[src/rtl/mem_arb_pkg.sv]
// Shared constants for the fetch/data memory arbiter: FSM encoding, port ids and
// the timeout counter width.
package mem_arb_pkg;
    localparam logic [1:0] IDLE  = 2'd0;
    localparam logic [1:0] IBUSY = 2'd1;
    localparam logic [1:0] DBUSY = 2'd2;

    localparam logic PORT_I = 1'b0;
    localparam logic PORT_D = 1'b1;

    localparam int TO_W = 8;
endpackage

[src/rtl/mem_arbiter_timeout_counter.sv]
// Busy-cycle counter for the arbiter; expired is high while the count sits at limit-1,
// which is the last cycle an access may wait before it is aborted.
module arb_timeout_counter
    import mem_arb_pkg::*;
(
    input  logic            clk,
    input  logic            reset,
    input  logic            clr,
    input  logic            en,
    input  logic [TO_W-1:0] limit,
    output logic            expired
);
    logic [TO_W-1:0] count;

    always_ff @(posedge clk or posedge reset) begin
        if (reset)
            count <= '0;
        else if (clr)
            count <= '0;
        else if (en)
            count <= count + 1'b1;
    end

    assign expired = (count == limit - 1'b1);
endmodule

[src/rtl/mem_arbiter.sv]
// Fetch/data arbiter in front of a single-ported unified memory, with a per-access
// timeout abort. Define ARB_ROUND_ROBIN_EN for round-robin instead of fixed data priority.
module mem_arbiter
    import mem_arb_pkg::*;
#(
    parameter int AW      = 32,
    parameter int DW      = 32,
    parameter int TIMEOUT = 15
) (
    input  logic          clk,
    input  logic          reset,
    input  logic          i_req,
    input  logic [AW-1:0] i_adr,
    output logic          i_ack,
    output logic          i_err,
    output logic [DW-1:0] i_rdata,
    input  logic          d_req,
    input  logic          d_we,
    input  logic [AW-1:0] d_adr,
    input  logic [DW-1:0] d_wdata,
    output logic          d_ack,
    output logic          d_err,
    output logic [DW-1:0] d_rdata,
    output logic          mem_req,
    output logic          mem_we,
    output logic [AW-1:0] mem_adr,
    output logic [DW-1:0] mem_wdata,
    input  logic [DW-1:0] mem_rdata,
    input  logic          mem_ready
);
    logic [1:0] state;
    logic       i_ok, d_ok;
    logic       grant_i, grant_d;
    logic       busy, done, expired;

    // A port in its ack cycle still holds req; it must not be served twice.
    assign i_ok = i_req & ~i_ack;
    assign d_ok = d_req & ~d_ack;

`ifdef ARB_ROUND_ROBIN_EN
    logic last;

    always_comb begin
        grant_d = d_ok & (~i_ok | (last == PORT_I));
        grant_i = i_ok & ~grant_d;
    end

    always_ff @(posedge clk or posedge reset) begin
        if (reset)
            last <= PORT_D;
        else if (state == IDLE && grant_d)
            last <= PORT_D;
        else if (state == IDLE && grant_i)
            last <= PORT_I;
    end
`else
    assign grant_d = d_ok;
    assign grant_i = i_ok & ~d_ok;
`endif

    assign busy = (state == IBUSY) | (state == DBUSY);
    assign done = busy & (mem_ready | expired);

    arb_timeout_counter u_to (
        .clk     (clk),
        .reset   (reset),
        .clr     (~busy | done),
        .en      (busy & ~mem_ready),
        .limit   (TO_W'(TIMEOUT)),
        .expired (expired)
    );

    always_ff @(posedge clk or posedge reset) begin
        if (reset) begin
            state     <= IDLE;
            i_ack     <= 1'b0;
            i_err     <= 1'b0;
            i_rdata   <= '0;
            d_ack     <= 1'b0;
            d_err     <= 1'b0;
            d_rdata   <= '0;
            mem_req   <= 1'b0;
            mem_we    <= 1'b0;
            mem_adr   <= '0;
            mem_wdata <= '0;
        end else begin
            i_ack <= 1'b0;
            i_err <= 1'b0;
            d_ack <= 1'b0;
            d_err <= 1'b0;
            case (state)
                IDLE: begin
                    if (grant_d) begin
                        mem_req   <= 1'b1;
                        mem_we    <= d_we;
                        mem_adr   <= d_adr;
                        mem_wdata <= d_wdata;
                        state     <= DBUSY;
                    end else if (grant_i) begin
                        mem_req   <= 1'b1;
                        mem_we    <= 1'b0;
                        mem_adr   <= i_adr;
                        mem_wdata <= '0;
                        state     <= IBUSY;
                    end
                end
                IBUSY, DBUSY: begin
                    // mem_ready on the limit cycle completes normally.
                    if (done) begin
                        if (state == IBUSY) begin
                            i_ack   <= 1'b1;
                            i_err   <= ~mem_ready;
                            i_rdata <= mem_ready ? mem_rdata : '0;
                        end else begin
                            d_ack   <= 1'b1;
                            d_err   <= ~mem_ready;
                            d_rdata <= mem_ready ? mem_rdata : '0;
                        end
                        mem_req   <= 1'b0;
                        mem_we    <= 1'b0;
                        mem_adr   <= '0;
                        mem_wdata <= '0;
                        state     <= IDLE;
                    end
                end
                default: state <= IDLE;
            endcase
        end
    end
endmodule

[config.mk]
export PLATFORM = sky130hd
export DESIGN_NAME = mem_arbiter
export DESIGN_NICKNAME = d
export VERILOG_FILES = /design/src/rtl/mem_arb_pkg.sv /design/src/rtl/mem_arbiter_timeout_counter.sv /design/src/rtl/mem_arbiter.sv
export SDC_FILE = /design/constraint.sdc
export NUM_CORES = 1
export LEC_CHECK = 0
export CORE_ASPECT_RATIO = 0.75
export CORE_MARGIN = 2
export CORE_UTILIZATION = 39
export DETAILED_ROUTE_END_ITERATION = 12
export PLACE_DENSITY = 0.85
export SLEW_MARGIN = 15
export SYNTH_ARGS = -nofsm -noshare
export SYNTH_HDL_FRONTEND = slang
export SYNTH_SLANG_ARGS = --single-unit
[constraint.sdc]
create_clock -name clk -period 5.05 [get_ports clk]
set_input_delay 1.515 -clock clk [delete_from_list [all_inputs] [get_ports clk]]
set_output_delay 1.515 -clock clk [all_outputs]
set_load 0.01 [all_outputs]
==> impl_metrics.py, run 1 <==
metrics = {
    "yosys": {
        "ys_seq_area_frac": 0.5737,
        "synthTopCellsByArea": "dfrtp_1 (57%), nand2_1 (8.0%), a32o_1 (5.3%)",
        "yosysTopAreaCellShare": 0.5737,
        "syn-num-nets": 703,
        "syn_avg_cell_area_um2": 11.12,
        "ys_types": 34,
        "synthCells": 565,
        "synth_area_leader_cell": "dfrtp_1",
        "yosys_warnings": 0,
        "synthFlopType": "dfrtp_1",
        "ys_seq_elements": 144,
        "synth_edf_count": 0,
        "synth_async_sr_flop_share": 1.000,
        "synth_area_um2": 6281,
    },
    "power": {
        "pwr-share-comb": 0.484,
        "ir_drop_v": 0.0003586,
        "seqPwrFrac": 0.302,
        "p_sw_frac": 0.3494,
        "p_leak_uw": 0.004220,
        "power.internal_uw": 4135,
        "p_per_area_nw_per_um2": 653.1,
        "power_frac_clock": 0.214,
        "p_switching_uw": 2220,
    },
    "sta": {
        "slew_viol_final": 0,
        "whs_ps": 490.0,
        "finalClockSkew_ps": 11.38,
        "max_freq_ghz": 0.3022,
        "tightestPinTransition_ps": 835.7,
        "period_minus_slack_ps": 3309,
        "fin_setup_tns_ps": 0,
        "hold_viol": 0,
        "rsz0062_at_grt": "no",
        "setup_violations": 0,
        "slew_headroom": 0.4402,
        "period_share": 0.6552,
    },
    "floorplanning": {
        "die_w_um": 150.5,
        "rows": 40,
        "initial_core_util": 0.3959,
        "pin_count": 268,
        "die-area_um2": 17150,
        "fp.dieH_um": 113.9,
        "core_area_um2": 15870,
    },
    "worst_hold_path": {
        "min_path_type": "reg2reg",
        "hold_start": "i_rdata[12]",
    },
    "placement": {
        "place.gp.congestion": 0.7640,
        "hpwl_um": 12030,
        "placed_cells": 1007,
        "numPortBuffers": 267,
    },
    "final_layout": {
        "drive_gt1_frac": 0.09891,
        "final_cell_mix": "clkdlybuf4s50_1 (267), dfrtp_1 (144), nand2_1 (134)",
        "final_common_cell": "clkdlybuf4s50_1",
        "area_growth_pct": 54.94,
        "layout.nets": 954,
        "diodes": 0,
        "finalNonFillerCells": 1039,
        "multi_input_area_um2": 2305,
        "regArea_um2": 3603,
        "nFillCells": 1248,
    },
    "global_routing": {
        "grt_antenna_before_repair": 0,
        "grt_max_degree": 145,
        "grtUsageTotal": 0.2138,
        "grt_pass1_wl_um": 28230,
        "overflow": 0,
        "grt_pass1_vias": 5373,
    },
    "clock_tree": {
        "clock-sinks": 144,
        "cts_setup_buffers": 0,
        "cts_buffer_depth": 2,
        "cts_resized": 0,
        "cts_root_buf": "clkbuf_16",
        "hold_buffers": 0,
        "htreeDepth": 4,
        "clk-insertion-delay-late_ps": 420,
        "cts.clk_slew.worst_paths_ps": 60,
        "cts_made_buffers": 17,
        "cts_tree": "done",
    },
    "critical_path": {
        "worstPathRequired_ps": 5350,
        "cp-endpoint": "mem_adr[29]",
        "worstReg2RegStart": "state[1]",
        "cp_max_fo": 50,
        "reg2reg_slack_ps": 2290,
        "worst-setup-path-type": "in2reg",
        "worstPathBufferInverterCount": 2,
        "worstSetupEndpointType": "flip-flop",
        "critPathSlowestCell": "clkdlybuf4s50_1",
        "crit_chain": "clkdlybuf4s50_1, nand2b_1, a31o_4, o211ai_4, buf_12, mux2_2",
        "worstSetupStartpoint": "mem_ready",
        "start_kind": "primary input",
        "r2r_end": "mem_adr[29]",
        "path_delay_family": "buffers and inverters",
        "r2r_cells": 8,
        "critical_path.max_stage_delay_ps": 470,
        "cp_data_arrival_time_ps": 3600,
        "crit_cells": 6,
    },
    "outcome": {
        "status": "finished, final reports clean",
    },
    "route": {
        "wirelength_um": 18220,
        "routedWlPerCell_um": 17.54,
        "ant_nets": 0,
        "drc": 0,
        "vias": 5166,
        "vias_per_cell": 4.972,
        "drt_iter0_markers": 272,
        "dr.pass1.iters": 6,
    },
    "run": {
        "maxCapViolCount": 0,
    },
}
[cells by family after synthesis]
family | Yosys count | synth area share
mux | 65 | 0.1135
buf+inv | 84 | 0.06096
fa+ha+maj | 4 | 0.007968
compound gates | 102 | 0.1329
simple gates | 160 | 0.1026
flops | 144 | 0.5737
xor+xnor | 6 | 0.008366
[how the worst min path moves through the flow]
stage | slack [ps] | cells past startpoint | end
finish | 490 | 1 | i_rdata[12]
global route | 500 | 1 | i_rdata[16]
CTS | 490 | 1 | d_rdata[16]
detailed placement | 470 | 1 | d_rdata[24]
global placement | 470 | 1 | d_rdata[9]
floorplan | 470 | 1 | state[1]
[through the flow]
stage	total power (uW)	util	instance area, um2	setup WS, ps
2_1_floorplan	3675	-	6285	1730
3_3_place_gp	4959	0.5729	9089	1351
3_5_place_dp	5028	0.5729	9089	1324
4_1_cts	6432	0.6133	9731	1767
5_1_grt	6736	0.6134	9732	1681
6_report	6356	0.6134	9732	1741
[worst reg2reg max path: stages, from the launching register on]
cell and delay (ps):
dfrtp_1 350, inv_1 60, ha_1 270, buf_4 400
nand2b_1 130, a31o_4 280, o211ai_4 350, buf_12 380
mux2_2 420
[power by group through the flow]
stage               logic (uW)  registers (uW)  clock network, uW
floorplan                 1550            2120                  0
global placement          3050            1910                  0
detailed placement        3100            1930                  0
CTS                       3120            1920               1390
global route              3320            1970               1450
finish                    3080            1920               1360
[layer usage]
layer  wire (um)  vias to the layer above  GRT usage
met3        1775                       18    0.08640
met5           0                        -          0
met1        7534                     2520     0.2570
li1            -                     2438          -
met2        8696                      190     0.3536
met4         215                        0    0.06478
[synthesized netlist by cell type (2+ instances only)]
cell type and n:
clkbuf_1 25, dfrtp_1 144, buf_2 8, nor2_1 10, buf_6 4, nand3_1 3, and2_1 2, mux2_4 6
ha_1 4, mux2_2 26, nand2_1 134, nand2b_1 3, buf_1 3, nand4_1 2, inv_1 40, a21oi_1 32
buf_4 3, mux2i_1 33, xor2_1 5, a32o_1 33, o2bb2ai_1 32
[cell type report]
type | count | share of cell area
sequential | 144 | 0.3703
timing repair buffer | 276 | 0.2841
multi-input combinational | 337 | 0.2368
clock buffer | 18 | 0.04513
tap | 210 | 0.02700
clock inverter | 14 | 0.02083
inverter | 40 | 0.01581
[sequential cells by signal, indices dropped and copies added, names as in the netlist]
signal      cells
d_err           1
d_rdata        32
u_to.count      8
mem_adr        32
i_err           1
state           2
i_rdata        32
i_ack           1
mem_wdata      32
mem_req         1
mem_we          1
d_ack           1
(Power assumes the default switching activity.)
==> run 2: changes to the inputs <==
CORE_UTILIZATION = 40   (was 39)
PLACE_DENSITY = 0.83   (was 0.85)
clock period = 3.3 ns   (was 5.05 ns; I/O delays follow)
==> run 2 against run 1 <==
Net effect: die area is 2.4% lower; sequential power is 53% higher; clock skew is 2.0 ps lower; clock power is 45% higher; routed wire length is 1.9% lower; utilization is 2.7 points higher; global-route usage is 0.55 points higher; combinational power is 57% higher; critical endpoint is now mem_wdata[19].
==> impl_metrics.py, run 2 (synthesis gave the netlist of run 1 again) <==
metrics = {
    "critical_path": {
        "crit_chain": "clkdlybuf4s50_1, nand2b_1, a31o_4, o211ai_4, buf_12, buf_12, mux2i_1",
        "cpMostUsedCell": "buf_12",
        "critical_path.max_stage_delay_ps": 480,
        "worst-setup-path-type": "in2reg",
        "start_kind": "primary input",
        "cp_data_arrival_time_ps": 2830,
        "critPathSlowestCell": "clkdlybuf4s50_1",
        "worstPathRequired_ps": 3630,
        "cp_max_fo": 26,
        "worstPathBufferInverterCount": 3,
        "path_delay_family": "buffers and inverters",
        "worstSetupEndpointType": "flip-flop",
    },
    "route": {
        "ant_nets": 0,
        "dr.pass1.iters": 7,
        "drc": 0,
        "drt_iter0_markers": 268,
        "wirelength_um": 17880,
        "vias_per_cell": 5.014,
        "vias": 5205,
        "routedWlPerCell_um": 17.23,
    },
    "floorplanning": {
        "rows": 39,
        "initial_core_util": 0.4112,
        "die-area_um2": 16730,
        "core_area_um2": 15270,
        "die_w_um": 148.7,
        "pin_count": 268,
        "fp.dieH_um": 112.5,
    },
    "power": {
        "p_per_area_nw_per_um2": 995.7,
        "p_leak_uw": 0.004266,
        "power_frac_clock": 0.203,
        "p_switching_uw": 3381,
        "power.internal_uw": 6357,
        "ir_drop_v": 0.0006063,
        "pwr-share-comb": 0.495,
        "seqPwrFrac": 0.302,
        "power_uw": 9738,
        "p_sw_frac": 0.3472,
    },
    "worst_hold_path": {
        "min_path_type": "reg2reg",
    },
    "sta": {
        "fin_setup_tns_ps": 0,
        "period_minus_slack_ps": 2500,
        "rsz0062_at_grt": "no",
        "slew_headroom": 0.6023,
        "slew_viol_final": 0,
        "finalClockSkew_ps": 9.370,
        "period_share": 0.7577,
        "setup_violations": 0,
        "max_freq_ghz": 0.3999,
        "hold_viol": 0,
        "tightestPinTransition_ps": 596.6,
        "whs_ps": 488.2,
    },
    "clock_tree": {
        "cts.clk_slew.worst_paths_ps": 60,
        "cts_root_buf": "clkbuf_16",
        "clock-sinks": 144,
        "hold_buffers": 0,
        "cts_made_buffers": 17,
        "cts_setup_buffers": 0,
        "cts_resized": 0,
        "cts_buffer_depth": 2,
        "htreeDepth": 4,
        "cts_tree": "done",
        "clk-insertion-delay-late_ps": 410,
    },
    "placement": {
        "hpwl_um": 12370,
        "place.gp.congestion": 0.7571,
        "numPortBuffers": 267,
    },
    "final_layout": {
        "multi_input_area_um2": 2303,
        "area_growth_pct": 55.72,
        "regArea_um2": 3603,
        "diodes": 0,
        "final_cell_mix": "clkdlybuf4s50_1 (267), dfrtp_1 (144), nand2_1 (134)",
        "layout.nets": 959,
        "drive_gt1_frac": 0.1032,
        "nFillCells": 1215,
        "final_common_cell": "clkdlybuf4s50_1",
    },
    "global_routing": {
        "grt_pass1_vias": 5411,
        "grt_max_degree": 81,
        "grt_pass1_wl_um": 28640,
        "grt_antenna_before_repair": 0,
        "grtUsageTotal": 0.2193,
        "overflow": 0,
    },
    "run": {
        "maxCapViolCount": 0,
    },
    "outcome": {
        "status": "finished, final reports clean",
    },
}
[run 2: cell count changes in the layout (fill, tap and decap cells not counted), sizes merged]
cell,previous run,this run
buf,9,14
bufinv,4,3
inv,43,41
clkbuf,18,19
clkinv,2,7
clkinvlp,5,1
[run 2: metrics by stage]
step                      std cells    util  worst slack [ps]  instance area, um2
final                          1038  0.6404             799.5                9781
after global routing           1038  0.6404             734.7                9781
after CTS                      1038  0.6404             804.4                9781
after detailed placement       1007  0.6004             411.7                9170
after global placement         1007  0.6004             458.7                9170
after floorplan                 565       -             505.0                6285
[run 2: layout make-up]
class | count | area share
Tap cell | 205 | 0.02622
Inverter | 40 | 0.01573
Timing Repair Buffer | 281 | 0.2917
Sequential cell | 144 | 0.3684
Clock buffer | 19 | 0.04631
Multi-Input combinational cell | 337 | 0.2355
Clock inverter | 12 | 0.01612
[run 2: worst paths after layout]
| kind | startpoint | endpoint | slack (ps) | cells after the start |
|---|---|---|---|---|
| hold reg to reg | i_rdata[10] | i_rdata[10] | 490 | 1 |
| min in group asynchronous | reset | i_rdata[18] | 1060 | 3 |
| setup / recovery | mem_ready | mem_wdata[19] | 800 | 7 |
| setup reg to reg | state[0] | mem_wdata[19] | 1070 | 7 |
| max in group asynchronous | reset | u_to.count[2] | 1850 | 3 |
| hold / removal | i_rdata[10] | i_rdata[10] | 490 | 1 |
[run 2: routing by layer]
metal	GRT usage	routed length (um)	up-vias
met5	0	0	-
met4	0.06413	257	0
met3	0.09106	1875	20
met2	0.3623	8544	215
met1	0.2645	7203	2528
li1	-	-	2442
[run 2: power by group through the flow]
stage	logic [uW]	clock network [uW]	registers (uW)
global placement	4780	0	2930
CTS	4900	2030	2940
detailed placement	4870	0	2950
floorplan	2370	0	3250
global route	5200	2110	3030
finish	4830	1970	2940
